<file path="config.mk">
export PLATFORM = sky130hd
export DESIGN_NAME = baccarat_datapath
export DESIGN_NICKNAME = d
export VERILOG_FILES = /design/src/rtl/baccarat_datapath.sv
export SDC_FILE = /design/constraint.sdc
export NUM_CORES = 1
export LEC_CHECK = 0
export ABC_AREA = 1
export CAP_MARGIN = 5
export CORE_ASPECT_RATIO = 0.7
export CORE_MARGIN = 2
export CORE_UTILIZATION = 52
export CTS_CLUSTER_SIZE = 24
export DETAILED_ROUTE_END_ITERATION = 10
export HOLD_SLACK_MARGIN = 0.06
export PLACE_DENSITY = 0.86
export SLEW_MARGIN = 20
export SYNTH_ARGS = -nofsm -noshare
export SYNTH_HDL_FRONTEND = slang
export SYNTH_SLANG_ARGS = --single-unit
</file>
<file path="constraint.sdc">
create_clock -name slow_clock -period 4 [get_ports slow_clock]
set_clock_uncertainty 0.15 [all_clocks]
set_input_delay 0.8 -clock slow_clock [delete_from_list [all_inputs] [get_ports slow_clock]]
set_output_delay 0.8 -clock slow_clock [all_outputs]
set_load 0.01 [all_outputs]
</file>
<file path="src/rtl/baccarat_datapath.sv">
// Baccarat hand-holding datapath: six card slots, hand scores, load-protocol checking and a round tally.
// Define BACCARAT_DATAPATH_LFSR_EN to draw cards from an 8-bit LFSR instead of the 1..13 wrap counter.
module baccarat_datapath #(
  parameter int TALLY_W = 8
) (
  input  logic               slow_clock,
  input  logic               resetb,
  input  logic               round_start,
  input  logic               load_pcard1,
  input  logic               load_pcard2,
  input  logic               load_pcard3,
  input  logic               load_dcard1,
  input  logic               load_dcard2,
  input  logic               load_dcard3,
  input  logic               player_win_light,
  input  logic               dealer_win_light,
  output logic [3:0]         pcard1,
  output logic [3:0]         pcard2,
  output logic [3:0]         pcard3,
  output logic [3:0]         dcard1,
  output logic [3:0]         dcard2,
  output logic [3:0]         dcard3,
  output logic [3:0]         pscore,
  output logic [3:0]         dscore,
  output logic [3:0]         next_card,
  output logic               protocol_err,
  output logic [TALLY_W-1:0] player_wins,
  output logic [TALLY_W-1:0] dealer_wins,
  output logic [TALLY_W-1:0] ties
);

  logic [5:0][3:0]    slot_q, slot_d;
  logic [5:0]         loads;
  logic [2:0]         ld_cnt;
  logic               err_q, err_d;
  logic               seen_q, seen_d;
  logic [TALLY_W-1:0] pw_q, pw_d, dw_q, dw_d, ties_q, ties_d;

  function automatic logic [3:0] card_val(input logic [3:0] c);
    return (c <= 4'd9) ? c : 4'd0;
  endfunction

  function automatic logic [3:0] hand_score(input logic [3:0] a, input logic [3:0] b,
                                            input logic [3:0] c);
    logic [4:0] s;
    s = {1'b0, card_val(a)} + {1'b0, card_val(b)} + {1'b0, card_val(c)};
    if (s >= 5'd20)      s = s - 5'd20;
    else if (s >= 5'd10) s = s - 5'd10;
    return s[3:0];
  endfunction

  function automatic logic [TALLY_W-1:0] sat_inc(input logic [TALLY_W-1:0] c);
    return (&c) ? c : c + TALLY_W'(1);
  endfunction

`ifdef BACCARAT_DATAPATH_LFSR_EN
  logic [7:0] lfsr_q;

  // Taps 8,6,5,4 (bits 7,5,4,3); a nonzero seed keeps it off the all-zero lockup state.
  always_ff @(posedge slow_clock or negedge resetb) begin
    if (!resetb) lfsr_q <= 8'hA5;
    else         lfsr_q <= {lfsr_q[6:0], lfsr_q[7] ^ lfsr_q[5] ^ lfsr_q[4] ^ lfsr_q[3]};
  end

  assign next_card = 4'(lfsr_q % 8'd13) + 4'd1;
`else
  logic [3:0] cnt_q;

  always_ff @(posedge slow_clock or negedge resetb) begin
    if (!resetb)              cnt_q <= 4'd1;
    else if (cnt_q >= 4'd13)  cnt_q <= 4'd1;
    else                      cnt_q <= cnt_q + 4'd1;
  end

  assign next_card = cnt_q;
`endif

  assign loads = {load_dcard3, load_dcard2, load_dcard1, load_pcard3, load_pcard2, load_pcard1};

  always_comb begin
    slot_d = slot_q;
    err_d  = err_q;
    seen_d = seen_q;
    pw_d   = pw_q;
    dw_d   = dw_q;
    ties_d = ties_q;
    ld_cnt = '0;
    for (int i = 0; i < 6; i++) ld_cnt = ld_cnt + {2'b00, loads[i]};

    if (round_start) begin
      slot_d = '0;
      err_d  = 1'b0;
      seen_d = 1'b0;
    end else begin
      if (ld_cnt > 3'd1) begin
        err_d = 1'b1;
      end else if (ld_cnt == 3'd1) begin
        for (int i = 0; i < 6; i++) begin
          if (loads[i]) begin
            if (slot_q[i] != 4'd0) err_d = 1'b1;
            else                   slot_d[i] = next_card;
          end
        end
      end
      // Only the first cycle of a lit result counts; result_seen blocks repeats until round_start.
      if ((player_win_light || dealer_win_light) && !seen_q) begin
        seen_d = 1'b1;
        if (player_win_light && dealer_win_light) ties_d = sat_inc(ties_q);
        else if (player_win_light)                pw_d   = sat_inc(pw_q);
        else                                      dw_d   = sat_inc(dw_q);
      end
    end
  end

  always_ff @(posedge slow_clock or negedge resetb) begin
    if (!resetb) begin
      slot_q <= '0;
      err_q  <= 1'b0;
      seen_q <= 1'b0;
      pw_q   <= '0;
      dw_q   <= '0;
      ties_q <= '0;
    end else begin
      slot_q <= slot_d;
      err_q  <= err_d;
      seen_q <= seen_d;
      pw_q   <= pw_d;
      dw_q   <= dw_d;
      ties_q <= ties_d;
    end
  end

  assign pcard1       = slot_q[0];
  assign pcard2       = slot_q[1];
  assign pcard3       = slot_q[2];
  assign dcard1       = slot_q[3];
  assign dcard2       = slot_q[4];
  assign dcard3       = slot_q[5];
  assign pscore       = hand_score(slot_q[0], slot_q[1], slot_q[2]);
  assign dscore       = hand_score(slot_q[3], slot_q[4], slot_q[5]);
  assign protocol_err = err_q;
  assign player_wins  = pw_q;
  assign dealer_wins  = dw_q;
  assign ties         = ties_q;

endmodule

</file>
==> results.txt <==
Status = finished with violations
Failing checks = setup timing
Post-Route WL = 12000 um
Crit Path Class = flip-flop to output port
Switching share of total power = 0.384
Type of the tightest min-delay check = flip-flop to flip-flop
CP Capture Type = output port
Final period utilization = 1.07
Max transition margin = 0.491
Register share of total power = 0.315
Total track usage = 0.276
Vias = 3832
Combinational fraction of design power = 0.498
Sequential fraction of the synthesis area = 0.373
Die H = 73.9 um
Starting density of the core = 0.537
ANT nets after route = 0
Yosys warns = 0
Clock Tree Buf Depth = 2
CTS tree = done
# clock sinks = 54
# rows = 25
Area of the multi-input gates = 2290 um^2
Int Pwr = 1.48 mW
Mapped Nets = 494
H-tree levels = 2
# DRC = 0
Share of layout cells above drive strength 1 = 0.278
Largest net degree at the start of global routing = 33
Total power = 2.41 mW
Vias/cell = 5.60
Syn_area_per_cell = 8.04 um^2
First-pass GRT wire length = 16600 um
Register area = 1350 um^2
Ant. Diodes = 0
Fill count = 432
Vias in the first global route = 3534
HPWL after DPL = 7270 um
Unique cell type count in the Yosys netlist = 31
Worst slew pin tran = 0.761 ns
Area Overhead vs Synth = 47.5%
1st-pass router iterations = 5
R2r setup slk = 2.29 ns
Clock power share = 0.187
Wire per inst = 17.5 um
Worst R2R Path Depth = 8
Initial antenna violation count = 0
Clock root buffer = clkbuf_8
Hold slack = 0.391 ns
TritonCTS Buffers = 5
Drt initial violations = 275
Mapped Cells = 451
Aggregate global routing overflow = 0
Fmax = 235 MHz
Routability cong. = 0.865
Core Region = 6760 um^2
Crit-path max FO = 3
Leak Pwr = 2.59 nW
Worst setup margin = -0.263 ns
Peak VDD IR = 0.000299 V
I/O Pins = 72
Final hold vios = 0
Die area = 7670 um^2
Critical Path RT = 3.05 ns
Number of max-cap violations = 0
Unrepaired setup endpoints after global routing = yes
I/O Buffers = 71
Die W = 104 um
Mapped Area = 3630 um^2
Nets = 632
Final setup violation count = 6
Worst hold path cell count = 2
Fin crit period = 4.26 ns
Clock Latency Late Sink = 0.31 ns
Sw power = 927 uW
Yosys reg bits = 54
WP data arrival = 3.31 ns
Max-slew violations = 0
Worst setup SP type = flip-flop
Reg clk slew, reported paths = 0.10 ns
Cell Pwr Density = 451 nW/um^2
Layout Utilization = 0.792
[registers in the layout (all words and copies together), names as in the netlist, 4 cells and up]
register     flops
pcard1           4
ties             8
pcard2           4
dcard3           4
pcard3           4
dcard2           4
player_wins      8
next_card        4
dcard1           4
dealer_wins      8
[cells in the mapped netlist]
cell type,number,area share
inv_1,72,0.075
o21ai_0,39,0.054
xnor2_1,9,0.022
nor3_1,5,0.0069
or2_1,1,0.0017
inv_4,2,0.0034
nand3b_1,2,0.0041
xor2_1,17,0.041
and2_4,1,0.0024
nand2_4,1,0.0031
inv_2,2,0.0021
a41oi_1,1,0.0024
dfrtp_1,53,0.37
o21ai_1,9,0.012
o21ai_4,1,0.0045
a21oi_1,8,0.011
nor3_2,2,0.0055
ha_1,19,0.066
nor2_1,40,0.041
a31oi_1,1,0.0017
nand3_2,4,0.011
dfstp_2,1,0.0072
fa_1,13,0.072
buf_6,1,0.0031
o22ai_1,2,0.0034
nand4_1,5,0.0086
nand3_1,25,0.034
nand2_2,1,0.0017
o21a_1,1,0.0021
nor4_4,3,0.018
nand2_1,110,0.11
[power by group through the flow]
stage,Combinational [mW],Clock (mW),Sequential [mW]
floorplan,0.453,0,0.791
global placement,0.930,0,0.756
detailed placement,0.974,0,0.760
CTS,1.01,0.453,0.754
global route,1.28,0.480,0.776
finish,1.20,0.451,0.760
[cells by family after synthesis]
family,after synthesis,share of synthesized area
adder cells (fa/ha/maj),32,0.137
buffers and inverters,77,0.0831
XOR/XNOR,26,0.0628
AO/OA/AOI/OAI,62,0.0914
flip-flops,54,0.373
AND/OR/NAND/NOR,200,0.253
[final cells by class]
class,count,area share
Clock buffer,6,0.0154
Tap cell,94,0.0220
Inverter,76,0.0552
Sequential cell,54,0.253
Multi-Input combinational cell,320,0.429
Clock inverter,2,0.0112
Timing Repair Buffer,132,0.214
[worst max-delay path, stage by stage (launching register included)]
cell     delay, ns
dfrtp_1       0.45
nor2_4        0.16
inv_1         0.12
a21oi_1       0.30
fa_2          0.32
ha_4          0.16
fa_2          0.47
buf_4         0.17
ha_4          0.15
nand2_2       0.07
nand3_4       0.09
nand2_2       0.12
nand2_2       0.06
xor2_1        0.19
buf_2         0.19
[routing by layer]
layer  wire length (um)  part of all wire  track usage
met3               1200              0.10       0.0710
met1               4550              0.38        0.347
met4                636             0.053       0.0946
met2               5600              0.47        0.471
met5                  0                 0            0
[layout by cell type (no fill, tap or decap), drive strengths merged, types with 3 or more instances in the layout]
cell,netlist,layout
fa,13,13
buf,1,68
nand4,5,5
nor4,3,3
nor3,7,7
nand2,112,112
xnor2,9,9
ha,19,19
inv,76,76
clkbuf,0,6
xor2,17,17
dfrtp,53,53
a21oi,8,8
nand3,29,29
clkdlybuf4s50,0,63
nor2,40,40
o21ai,49,49
[what timing repair did]
action                     4_1_cts  5_1_grt
setup buffers                    9        8
hold buffers                     0        0
gates resized for setup         69       52
setup endpoints to repair        6       23
pin swaps                       21       30
[worst paths after layout]
kind / start / end
worst max-delay path: dcard2[2] / dscore[1]
worst min-delay path: ties[1] / ties[1]
worst max register to register: ties[0] / ties[6]
worst min register to register: ties[1] / ties[1]
max in group asynchronous: resetb / next_card[0]
min in group asynchronous: resetb / dcard1[0]
[per-stage QoR]
stage	area [um^2]	setup WS [ns]	TNS (ns)	cells
2_1_floorplan	3630	0.220	0	451
3_3_place_gp	4770	-0.106	-0.942	659
3_5_place_dp	4770	-0.324	-3.65	659
4_1_cts	5080	-0.0158	-0.0306	676
5_1_grt	5350	-0.348	-1.78	684
6_report	5350	-0.263	-0.889	684
No activity file was read; power rests on OpenSTA's default activity.
